===== src/rtl/mult24465_seq_ctrl.sv =====
// mult24465_seq_ctrl: sequential x*24465 using one shared add/sub, one shift-add term per clock.
// Define MULT24465_SEQ_PIPE_ACCEPT_EN to accept the next operand in the same cycle a product is consumed.
module mult24465_seq_ctrl #(
  parameter int WIDTH = 32
) (
  input  logic             clk,
  input  logic             rst,
  input  logic [WIDTH-1:0] i_data0,
  input  logic             i_valid,
  output logic             i_ready,
  output logic [WIDTH-1:0] o_data0,
  output logic             o_valid,
  input  logic             o_ready,
  output logic             o_busy
);
  localparam int NTERMS = 5;
  typedef enum logic [1:0] {IDLE, ACCUM, DONE} state_t;
  state_t           state_q, state_d;
  logic [WIDTH-1:0] acc_q, acc_d, x_q, x_d, out_q, out_d;
  logic [2:0]       idx_q, idx_d;
  logic [3:0]       shamt;
  logic [WIDTH-1:0] term;
  logic             sub, last, accept;
  always_comb begin
    shamt = idx_q == 3'd1 ? 4'd15 : idx_q == 3'd2 ? 4'd13 : idx_q == 3'd3 ? 4'd4 : idx_q == 3'd4 ? 4'd7 : 4'd0;
    sub = idx_q == 3'd2 || idx_q == 3'd4;
    term = x_q << shamt;
    last = idx_q == 3'(NTERMS - 1);
`ifdef MULT24465_SEQ_PIPE_ACCEPT_EN
    i_ready = state_q == IDLE || (state_q == DONE && o_ready);
`else
    i_ready = state_q == IDLE;
`endif
    o_valid = state_q == DONE;
    o_busy = state_q != IDLE;
    o_data0 = out_q;
    accept = i_valid && i_ready;
    state_d = state_q;
    acc_d = acc_q;
    x_d = x_q;
    idx_d = idx_q;
    out_d = out_q;
    if (state_q == ACCUM) begin
      acc_d = sub ? acc_q - term : acc_q + term;
      idx_d = idx_q + 3'd1;
      if (last) begin
        state_d = DONE;
        out_d = acc_d;
      end
    end else if (state_q == DONE && o_ready) begin
      state_d = IDLE;
    end
    // Accept overrides the DONE->IDLE hop so a pipelined operand goes straight to ACCUM.
    if (accept) begin
      x_d = i_data0;
      acc_d = '0;
      idx_d = '0;
      state_d = ACCUM;
    end
  end
  always_ff @(posedge clk or posedge rst) begin
    if (rst) begin
      state_q <= IDLE;
      acc_q <= '0;
      x_q <= '0;
      idx_q <= '0;
      out_q <= '0;
    end else begin
      state_q <= state_d;
      acc_q <= acc_d;
      x_q <= x_d;
      idx_q <= idx_d;
      out_q <= out_d;
    end
  end
endmodule


===== config.mk =====
export PLATFORM = sky130hd
export DESIGN_NAME = mult24465_seq_ctrl
export DESIGN_NICKNAME = d
export VERILOG_FILES = /design/src/rtl/mult24465_seq_ctrl.sv
export SDC_FILE = /design/constraint.sdc
export NUM_CORES = 1
export LEC_CHECK = 0
export CAP_MARGIN = 10
export CELL_PAD_IN_SITES_DETAIL_PLACEMENT = 1
export CELL_PAD_IN_SITES_GLOBAL_PLACEMENT = 1
export CORE_MARGIN = 2
export CORE_UTILIZATION = 45
export CTS_BUF_LIST = sky130_fd_sc_hd__clkbuf_4
export CTS_CLUSTER_DIAMETER = 30
export DETAILED_ROUTE_END_ITERATION = 16
export PLACE_DENSITY_LB_ADDON = 0.1
export SLEW_MARGIN = 10
export SYNTH_ARGS = -nofsm -noshare
export SYNTH_HDL_FRONTEND = slang
export SYNTH_SLANG_ARGS = --single-unit

===== constraint.sdc =====
create_clock -name clk -period 5.6 [get_ports clk]
set_input_delay 1.4 -clock clk [delete_from_list [all_inputs] [get_ports clk]]
set_output_delay 1.4 -clock clk [all_outputs]
set_load 0.02 [all_outputs]

==> run_results.csv <==
group,metric,value,unit
timing,maxSlewHeadroom,0.4258,
grt,grt_first_pass_wirelength,38380,um
final_layout,final_core_utilization,0.5505,
grt,maximum_number_of_pins_on_one_net_before_global_route_repair,69,
route,total_vias_in_the_final_route,7030,
setup_path,sort_of_element_at_the_end_of_the_critical_path,"flip-flop",
yosys,synth_cells,887,
timing,finalCriticalPeriod,5.336,ns
final_layout,layout-area-overhead-vs-synth,19.23,%
placement,place_hpwl,18240,um
clock_network,max-clock-path-buffers,2,
yosys,synth_top_cells_by_area,"sky130_fd_sc_hd__dfrtp_1 (33%), sky130_fd_sc_hd__o21ai_0 (6.8%), sky130_fd_sc_hd__ha_1 (5.9%), sky130_fd_sc_hd__mux2_2 (5.9%), sky130_fd_sc_hd__nand2_1 (4.5%)",
grt,first_global_vias,7388,
timing,report.final.setup_viol,0,
route,drt_drc_violations_left,0,
run_status,outcome,"complete, no violations",
floorplanning,die-height,134.7,um
clock_network,cts_hold_buffers_added,0,
yosys,postSynthRegisterBits,101,
route,routed_via_density,5.849,
clock_network,clock_sink_count,101,
timing,final-hold-violation-count,0,
clock_network,worst_skew_pair.late_latency,0.52,ns
yosys,post_synth_num_cell_types,83,
route,detail_route.wl_per_cell,19.49,um
placement,post_dp_cell_area,8850,um2
floorplanning,starting_density,0.4617,
floorplanning,boundaryPins,71,
clock_network,clk_pin_slew_worst_paths,0.17,ns
clock_network,h-tree-depth,3,
route,detail_route.wirelength,23430,um
grt,total_congestion_overflow_after_global_routing,0,
timing,finalClockSkew,0.02956,ns
setup_path,worst-endpoint-arrival,5.70,ns
yosys,syn_area,7684,um2
yosys,synth_area_leader_cell,"sky130_fd_sc_hd__dfrtp_1",
timing,slew_violations,0,
final_layout,final_layout_size_suffix_gt1_frac,0.1741,
clock_network,root_buffer,"sky130_fd_sc_hd__clkbuf_4",
job,max-cap-violations,0,
setup_path,timing.critical_path.fanout_max,9,
placement,dp.cells,1181,
grt,global_route_usage_over_all_layers,0.2645,
floorplanning,design.die.area,18140,um2
route,antenna_violating_nets_post_route,0,
final_layout,final_cell_area,9161,um2
grt,initial_antenna_violation_count,0,
placement,gp_congestion,0.9114,
yosys,number_of_enable_flip_flop_cells_after_synthesis,0,
timing,min_period_over_period,0.9528,
hold_path,min-delay-path-class,"reg -> reg",
route,initialDrtViolationCount,334,
floorplanning,die_span_x,134.7,um
setup_path,nature_of_the_critical_path_startpoint,"flip-flop",
yosys,synth_commonest_cells,"sky130_fd_sc_hd__o21ai_0 (105), sky130_fd_sc_hd__dfrtp_1 (101), sky130_fd_sc_hd__nand2_1 (93)",
setup_path,critical_path_required,5.97,ns
yosys,synthesis.yosys.warnings,0,
yosys,postSynth.topFlopCell,"sky130_fd_sc_hd__dfrtp_1",
yosys,postSynth.asyncResetShare,1.000,
placement,numPortBuffers,70,
floorplanning,design.core.area,16640,um2
timing,tightest_slew,0.8613,ns
yosys,ys_seq_area_frac,0.3289,
yosys,synth.avg_cell_area,8.662,um2
yosys,post-synth-top-count-cell,"sky130_fd_sc_hd__o21ai_0",
floorplanning,rows,47,
setup_path,crit_type,"reg -> reg",
clock_network,cts_inserted_buffers,9,
final_layout,num_antenna_cells,0,
route,drt_pass1_iterations,5,
yosys,post-synth-top-area-fraction,0.3289,
yosys,mappedNetlistNets,960,
timing,achievable-frequency,0.1874,GHz
clock_network,tritoncts,"done",
final_layout,final_cells,1202,
final_layout,final_net_count,1050,
## kinds of logic (layout without fill, tap and decap cells)
logic type               Yosys count  after routing  share of synthesized area
AO/OA/AOI/OAI                    280            280                     0.2291
XOR/XNOR                          56             56                    0.06383
adder cells (fa/ha/maj)           37             37                    0.06123
buffers and inverters             76            171                    0.04494
flip-flops                       101            101                     0.3289
multiplexers                      70             70                    0.09819
AND/OR/NAND/NOR                  267            267                     0.1738
## layout make-up
class / count / area (um2)
fill: 1975 / 7481
timing repair buffer: 131 / 1171
tap: 220 / 275.3
sequential: 101 / 2530
inverter: 24 / 92.59
clock buffer: 9 / 67.56
multi-input combinational: 710 / 4927
clock inverter: 7 / 97.59
## per-layer routing
metal / GRT usage / wire length [um] / vias up / share of wire
li1: - / - / 3400 / -
met1: 0.3526 / 11040 / 3493 / 0.47
met2: 0.4521 / 11440 / 109 / 0.49
met3: 0.02703 / 497 / 28 / 0.021
met4: 0.08421 / 457 / 0 / 0.020
met5: 0 / 0 / - / 0
## sequential cells by signal, indices dropped and copies added, names as in the netlist
| signal | count |
|---|---|
| state_q | 2 |
| x_q | 32 |
| idx_q | 3 |
| acc_q | 32 |
| o_data0 | 32 |
## worst max-delay path, cell delays in order (launching register included)
cell                       delay, ns
sky130_fd_sc_hd__dfrtp_2        0.47
sky130_fd_sc_hd__inv_1          0.13
sky130_fd_sc_hd__ha_4           0.20
sky130_fd_sc_hd__mux2_1         0.36
sky130_fd_sc_hd__o32a_1         0.34
sky130_fd_sc_hd__a21oi_2        0.15
sky130_fd_sc_hd__o21ai_0        0.11
sky130_fd_sc_hd__nand2b_1       0.21
sky130_fd_sc_hd__or2_4          0.28
sky130_fd_sc_hd__or4_1          0.51
sky130_fd_sc_hd__a21oi_1        0.16
sky130_fd_sc_hd__a21oi_1        0.06
sky130_fd_sc_hd__ha_1           0.31
sky130_fd_sc_hd__or2_2          0.29
sky130_fd_sc_hd__a21oi_1        0.21
sky130_fd_sc_hd__a311oi_1       0.10
sky130_fd_sc_hd__a221o_1        0.46
sky130_fd_sc_hd__a31oi_2        0.21
sky130_fd_sc_hd__o21a_1         0.19
sky130_fd_sc_hd__o21ai_0        0.12
sky130_fd_sc_hd__xnor2_1        0.19
sky130_fd_sc_hd__o21ai_0        0.12
## metrics by stage
step / worst slack, ns / TNS (ns) / hold slack [ns]
after floorplan: 0.4635 / 0 / 0.4688
after global placement: 0.2387 / 0 / 0.4612
after detailed placement: 0.05456 / 0 / 0.4701
after global routing: -0.005731 / -0.01247 / 0.5301
final: 0.2642 / 0 / 0.4993
after CTS: 0.05088 / 0 / 0.5082
## repair_timing
action | in CTS | in global routing
setup endpoints to repair | 1 | 27
buffers inserted | 0 | 5
pin swaps | 0 | 9
gates resized for setup | 1 | 25
## cells in the final DEF (no fill, tap or decap), types with 10 or more instances in the layout
master	netlist	layout
sky130_fd_sc_hd__a21oi_1	58	56
sky130_fd_sc_hd__ha_1	36	32
sky130_fd_sc_hd__nor3_1	12	12
sky130_fd_sc_hd__mux2_2	40	41
sky130_fd_sc_hd__inv_1	24	23
sky130_fd_sc_hd__xor2_1	27	27
sky130_fd_sc_hd__xnor2_1	29	29
sky130_fd_sc_hd__buf_4	4	60
sky130_fd_sc_hd__nand2_1	93	92
sky130_fd_sc_hd__o21ai_0	105	105
sky130_fd_sc_hd__nand3_1	51	50
sky130_fd_sc_hd__dfrtp_1	101	99
sky130_fd_sc_hd__nor2_1	48	46
sky130_fd_sc_hd__nand2b_1	12	11
sky130_fd_sc_hd__clkdlybuf4s50_1	0	70
sky130_fd_sc_hd__a31oi_1	11	10
sky130_fd_sc_hd__mux2i_1	27	27
sky130_fd_sc_hd__a211oi_1	13	10
## final timing paths
| kind | from | to | slack [ns] | cells past startpoint |
|---|---|---|---|---|
| min | o_data0[21]$_DFFE_PP0P_ | o_data0[21]$_DFFE_PP0P_ | 0.50 | 2 |
| min reg2reg | o_data0[21]$_DFFE_PP0P_ | o_data0[21]$_DFFE_PP0P_ | 0.50 | 2 |
| max in group asynchronous | rst | acc_q[31]$_DFFE_PP0P_ | 3.24 | 3 |
| max | idx_q[0]$_DFFE_PP0P_ | acc_q[30]$_DFFE_PP0P_ | 0.26 | 21 |
| max reg2reg | idx_q[0]$_DFFE_PP0P_ | acc_q[30]$_DFFE_PP0P_ | 0.26 | 21 |
| min in group asynchronous | rst | state_q[1]$_DFFE_PP0P_ | 1.38 | 2 |
Power is left out: the tool's default activity adds up to more than one toggle a clock period on the data nets, which glitch-free logic cannot reach.
